<file path="src/rtl/des_sbox_seq.sv">
// Time-multiplexed DES S-box sequencer: walks eight 6-bit chunks through one shared bank.
// Optional abort input enabled by defining DES_SBOX_SEQ_ABORT_EN.
module des_sbox_seq #(
  parameter int NUM_SBOX = 8,
  parameter int IN_W     = 6*NUM_SBOX,
  parameter int OUT_W    = 4*NUM_SBOX
) (
  input  logic             clk,
  input  logic             rst,
  input  logic             start,
  input  logic [IN_W-1:0]  din,
`ifdef DES_SBOX_SEQ_ABORT_EN
  input  logic             abort,
`endif
  output logic [2:0]       sel,
  output logic [5:0]       sbox_in,
  input  logic [3:0]       sbox_out,
  output logic [OUT_W-1:0] dout,
  output logic             busy,
  output logic             done,
  output logic [1:0]       dbg_state
);

  typedef enum logic [1:0] {
    ST_IDLE = 2'd0,
    ST_RUN  = 2'd1,
    ST_DONE = 2'd2
  } state_t;

  state_t           r_state;
  logic [2:0]       r_cnt;
  logic [IN_W-1:0]  r_shreg;
  logic [OUT_W-1:0] r_acc;
  logic [OUT_W-1:0] r_dout;
  logic [2:0]       r_sel;
  logic [5:0]       r_sbox_in;

  logic [OUT_W-1:0] w_acc_next;
  logic             w_last;
  logic             w_abort;

  assign w_acc_next = {r_acc[OUT_W-5:0], sbox_out};
  assign w_last     = (r_cnt == 3'd7);

`ifdef DES_SBOX_SEQ_ABORT_EN
  assign w_abort = abort;
`else
  assign w_abort = 1'b0;
`endif

  // sel/sbox_in are registered copies of cnt and shreg[top] so the bank result never loops back.
  always_ff @(posedge clk) begin
    if (rst) begin
      r_state   <= ST_IDLE;
      r_cnt     <= 3'd0;
      r_shreg   <= '0;
      r_acc     <= '0;
      r_dout    <= '0;
      r_sel     <= 3'd0;
      r_sbox_in <= 6'd0;
    end else begin
      case (r_state)
        ST_IDLE: begin
          if (start) begin
            r_shreg   <= din;
            r_cnt     <= 3'd0;
            r_sel     <= 3'd0;
            r_sbox_in <= din[IN_W-1 -: 6];
            r_state   <= ST_RUN;
          end
        end
        ST_RUN: begin
          if (w_abort) begin
            r_cnt   <= 3'd0;
            r_shreg <= '0;
            r_state <= ST_IDLE;
          end else begin
            r_acc   <= w_acc_next;
            r_shreg <= r_shreg << 6;
            r_cnt   <= r_cnt + 3'd1;
            if (w_last) begin
              r_dout  <= w_acc_next;
              r_state <= ST_DONE;
            end else begin
              r_sel     <= r_cnt + 3'd1;
              r_sbox_in <= r_shreg[IN_W-7 -: 6];
            end
          end
        end
        ST_DONE: r_state <= ST_IDLE;
        default: r_state <= ST_IDLE;
      endcase
    end
  end

  assign sel       = r_sel;
  assign sbox_in   = r_sbox_in;
  assign dout      = r_dout;
  assign busy      = (r_state != ST_IDLE);
  assign done      = (r_state == ST_DONE);
  assign dbg_state = r_state;

endmodule
</file>
<file path="config.mk">
export PLATFORM = sky130hd
export DESIGN_NAME = des_sbox_seq
export DESIGN_NICKNAME = d
export VERILOG_FILES = /design/src/rtl/des_sbox_seq.sv
export SDC_FILE = /design/constraint.sdc
export NUM_CORES = 1
export LEC_CHECK = 0
export ABC_CLOCK_PERIOD_IN_PS = 1470
export CORE_UTILIZATION = 46
export DETAILED_ROUTE_END_ITERATION = 16
export PLACE_DENSITY_LB_ADDON = 0.15
export SYNTH_ARGS = -nofsm -noshare
export SYNTH_HDL_FRONTEND = slang
export SYNTH_SLANG_ARGS = --single-unit
</file>
<file path="constraint.sdc">
create_clock -name clk -period 1.47 [get_ports clk]
set_clock_uncertainty 0.05 [all_clocks]
set_input_delay 0.2205 -clock clk [delete_from_list [all_inputs] [get_ports clk]]
set_output_delay 0.2205 -clock clk [all_outputs]
set_load 0.05 [all_outputs]
</file>
; Yosys cells after proc, flatten, opt, wreduce, memory -nomap -nowiden
; Index checks and enable logic that the tools add are counted.
[op_classes]
n_addsub = 1
n_eq_ne = 6
muxes = 12
n_reduce_logical = 7
[ops]
columns = op, count
row1 = $pmux 42 s2, 1
row2 = $mux 42, 1
row3 = $mux 6, 2
row4 = $pmux 3 s2, 2
row5 = $pmux 6 s2, 1
row6 = $mux 3, 2
row7 = $ne 2x2->1 const B, 3
row8 = $reduce_and 2->1, 3
row9 = $mux 2, 2
row10 = $pmux 2 s2, 1
row11 = $reduce_bool 2->1, 2
row12 = $add 3x1->3 const B, 1
row13 = $eq 3x3->1 const B, 1
row14 = $reduce_and 3->1, 1
row15 = $eq 2x1->1 const B, 1
row16 = $eq 2x2->1 const B, 1
row17 = $logic_not 2->1, 1
[totals]
reg_bits = 116
input_bits = 55
output_inout_bits = 45
wordCells = 33

; Logic depth before layout (Yosys ltp)
[depth]
depth_word = 3
mapped_depth = 7
mapped_depth_nobuf = 5

; Least setup slack after synthesis
; No wires, ideal clock.
[synth_timing]
kind = register -> output
from = reg r_state[1], in the netlist dbg_state[1]
to = out done
t_arrival_ps = 1647
required_ps = 1200
setup_slack_ps = -447
stages_incl_launch_ff = 3
n_path_buf = 1
cell_sequence = dfxtp_1 buf_2 nor2b_1
[synth_between]
elab_chain_len = 1
[synth_lines]
columns = item, line_no
row1 = start: declaration, 30  ; state_t r_state;
row2 = start signal: assignment, 54  ; r_state <= ST_IDLE;
row3 = start signal: assignment, 69  ; r_state <= ST_RUN;
row4 = start signal: assignment, 76  ; r_state <= ST_IDLE;
row5 = $eq 2x2->1, 100  ; assign done = (r_state == ST_DONE);
row6 = end: declaration, 20  ; output logic done,
; Every way passes these cells.

; Worst setup path in the final report
[layout_timing]
from = reg r_state[1], in the netlist dbg_state[1]
to = out busy
[layout_between]
elab_chain_len = 1
[layout_lines]
columns = item, line_no
row1 = $reduce_bool 2->1, 99  ; assign busy = (r_state != ST_IDLE);
row2 = end: declaration, 19  ; output logic busy,
; Every way passes these cells.

==> metrics.log <==
INFO  metric synthesis.instances = 515
INFO  metric wirelength = 11.5 mm
INFO  metric timing.final.hold_violations = 0
INFO  metric netlist_top_cells_count = nand2_1, dfxtp_1, a21oi_1
INFO  metric rsz0062_at_grt = true
INFO  metric grt_start_max_net_pins = 42
INFO  metric holdCritStartpoint = rst
INFO  metric layout.core_utilization = 0.742
INFO  metric design.die.area = 10,600 um2
INFO  metric cts.path.max_buffers = 2
INFO  metric postRouteAntennaNets = 0
INFO  metric critical_path_arrival = 1.38 ns
INFO  metric status = finished with violations
INFO  metric synth_nets = 572
INFO  metric ys_top_cells_by_area = dfxtp_1, nand2_1, a211oi_2
INFO  metric chipHeight = 103 um
INFO  metric final_max_slew_viol_count = 0
INFO  metric worst_slew_margin_rel = 0.670
INFO  metric number_of_synthesis_warnings = 0
INFO  metric finalCriticalPeriod = 1.65 ns
INFO  metric criticalPathCategory = register to output pin
INFO  metric clkSlewWorstSetupHoldPaths = 0.06 ns
INFO  metric critPathMaxStageDelay = 0.34 ns
INFO  metric final_hold_slack = 0.121 ns
INFO  metric crit_path_start_kind = register
INFO  metric floorplan.core_area = 9820 um2
INFO  metric crit-reg2reg-launch = r_cnt[1]
INFO  metric grt_pass1_wl = 18.2 mm
INFO  metric gp_congestion = 0.718
INFO  metric clockRootBuffer = clkbuf_8
INFO  metric synth_top_area_frac = 0.496
INFO  metric diodes = 0
INFO  metric pin_slew_with_the_least_headroom_to_its_limit = 0.495 ns
INFO  metric syn-mean-instance-area = 9.09 um2
INFO  metric synth_cell_types = 26
INFO  metric ys_seq_elements = 116
INFO  metric r2r.worst_path.cells = 5
INFO  metric start_util = 0.477
INFO  metric clock.fmax = 607 MHz
INFO  metric synthToLayoutAreaGrowth = 55.7%
INFO  metric io_pins = 100
INFO  metric hold_critical_path_endpoint = dout[18]
INFO  metric netlist_area = 4680 um2
INFO  metric p_per_area = 1180 nW/um2
INFO  metric tritoncts_num_sinks = 116
INFO  metric antenna_found_initial = 0
INFO  metric setup.reg_to_reg.worst_slack = -0.06 ns
INFO  metric postLayoutSetupSlackWorst = -0.177 ns
INFO  metric failed_checks = negative setup slack
INFO  metric worst_path_max_delay_cell = dfxtp_4
INFO  metric post_layout_nonfiller_instances = 769
INFO  metric synth.yosys.seq_area_share = 0.496
INFO  metric worstPathRequired = 1.20 ns
INFO  metric drt-vias-per-instance = 5.10
INFO  metric grt_usage = 0.226
INFO  metric tritoncts.num_buffers = 17
INFO  metric yosys.cell_count.top_type = nand2_1
INFO  metric cts-hold-fix-buffers = 0
INFO  metric leakagePower = 2.64 nW
INFO  metric num_rows = 36
INFO  metric hold_path_class = input port to register
INFO  metric crit_path_cell_trace = buf_6, or2_4, buf_12
INFO  metric die_width = 103 um
INFO  metric count_of_nets_after_finishing = 680
INFO  metric dp_cells = 725
INFO  metric h_tree_lvls = 4
INFO  metric critical_path.endpoint_type = output pin
INFO  metric synthDominantAreaCellType = dfxtp_1
INFO  metric async_reset_ff_frac = 0
INFO  metric via_count_of_the_first_global_routing_pass = 3,766
INFO  metric synth_edf_count = 0
INFO  metric drv_cap = 0
INFO  metric regToRegEndpoint = sbox_in[1]
INFO  metric detail_route.iter0.violations = 158
INFO  metric drc = 0
INFO  metric setup_viol = 10
INFO  metric cp_max_fo = 5
INFO  metric hpwl = 6.84 mm
INFO  metric place.port_buffers = 99
INFO  metric avgRoutedWirePerCell = 15.0 um
INFO  metric final_layout_size_suffix_gt1_frac = 0.278
INFO  metric final_min_period_over_clock_period = 1.12
INFO  metric drt-pass1-iter-count = 5
INFO  metric cts_tree = yes
INFO  metric flip_flop_cell_with_the_highest_count_after_synthesis = dfxtp_1
INFO  metric skew_pair_late_insertion_delay = 0.51 ns
INFO  metric ir_drop = 0.000742 V
INFO  metric overflow = 0
INFO  metric worstHoldPathCells = 2
INFO  metric routed_via_count = 3,924
-- state kept, by name, summed over array words and instances, names as in the netlist --
register	flops
sbox_in	6
r_shreg	42
r_acc	28
r_cnt	3
sel	3
dout	32
dbg_state	2
-- kinds of logic after synthesis --
family | after synthesis | share of synthesized area
and+or+nand+nor | 193 | 0.167
AOI/OAI and AO/OA | 117 | 0.201
DFF | 116 | 0.496
buffers and inverters | 50 | 0.0516
muxes | 37 | 0.0791
adders and majority gates | 2 | 0.00535
-- cell type report --
class	instances	area (um2)
Clock inverter	14	153
Clock buffer	18	428
Multi-Input combinational cell	350	2320
Fill cell	710	2530
Inverter	8	30.0
Timing Repair Buffer	130	1850
Sequential cell	116	2330
Tap cell	133	166
-- per-layer routing --
metal,wire length (um),GRT usage
met1,5100,0.289
met4,92,0.0661
met5,0,0
met3,545,0.0692
met2,5760,0.367
-- report_power, final --
group | total [W] | switching, W | internal [W]
sequential | 0.00338 | 0.000100 | 0.00328
combinational | 0.00118 | 0.000583 | 0.000599
clock | 0.00400 | 0.00153 | 0.00247
-- worst max-delay path: cells and delay by family, from the launching register on --
family | cells | cell delay, ns
flip-flops | 1 | 0.34
buffers and inverters | 2 | 0.28
AND/OR/NAND/NOR | 1 | 0.25
-- worst max-delay path by stage --
stage | startpoint | endpoint | slack, ns | cells past startpoint
global route | dbg_state[1] | busy | -0.22 | 3
finish | dbg_state[1] | busy | -0.18 | 3
detailed placement | start | sbox_in[2] | -0.39 | 4
global placement | start | sbox_in[2] | -0.34 | 4
CTS | dbg_state[1] | busy | -0.21 | 3
floorplan | dbg_state[1] | dout[19] | -0.01 | 6
-- through the flow --
stage          setup WS (ns)  setup TNS, ns  power (W)  instance area, um2
2_1_floorplan        -0.0119         -0.358    0.00406                4750
3_3_place_gp          -0.340          -9.01    0.00447                6410
3_5_place_dp          -0.387         -10.05    0.00450                6410
4_1_cts               -0.205         -0.644    0.00855                7160
5_1_grt               -0.221          -1.07    0.00888                7280
6_report              -0.177         -0.654    0.00857                7280
-- cells in the final DEF, fill, tap and decap left out, types with 4 or more instances in the layout --
master             n
nor2_4             4
nand2_1          120
buf_12            55
nand2b_1           4
nor2_2             6
clkdlybuf4s50_1   53
a2111oi_4          6
dfxtp_1          112
a22oi_1            8
mux2i_1           37
inv_1              8
clkinvlp_4         4
buf_4             16
a21oi_1           60
clkbuf_16         18
nor2_1            49
a211oi_2          32
a211oi_1           4
-- repair_timing --
item	4_1_cts	5_1_grt
pin swaps	5	3
gates cloned	1	2
buffers inserted	5	4
endpoints found under the setup margin	14	13
resized for setup	23	7
Note: power is estimated with default switching activity, not from simulation.
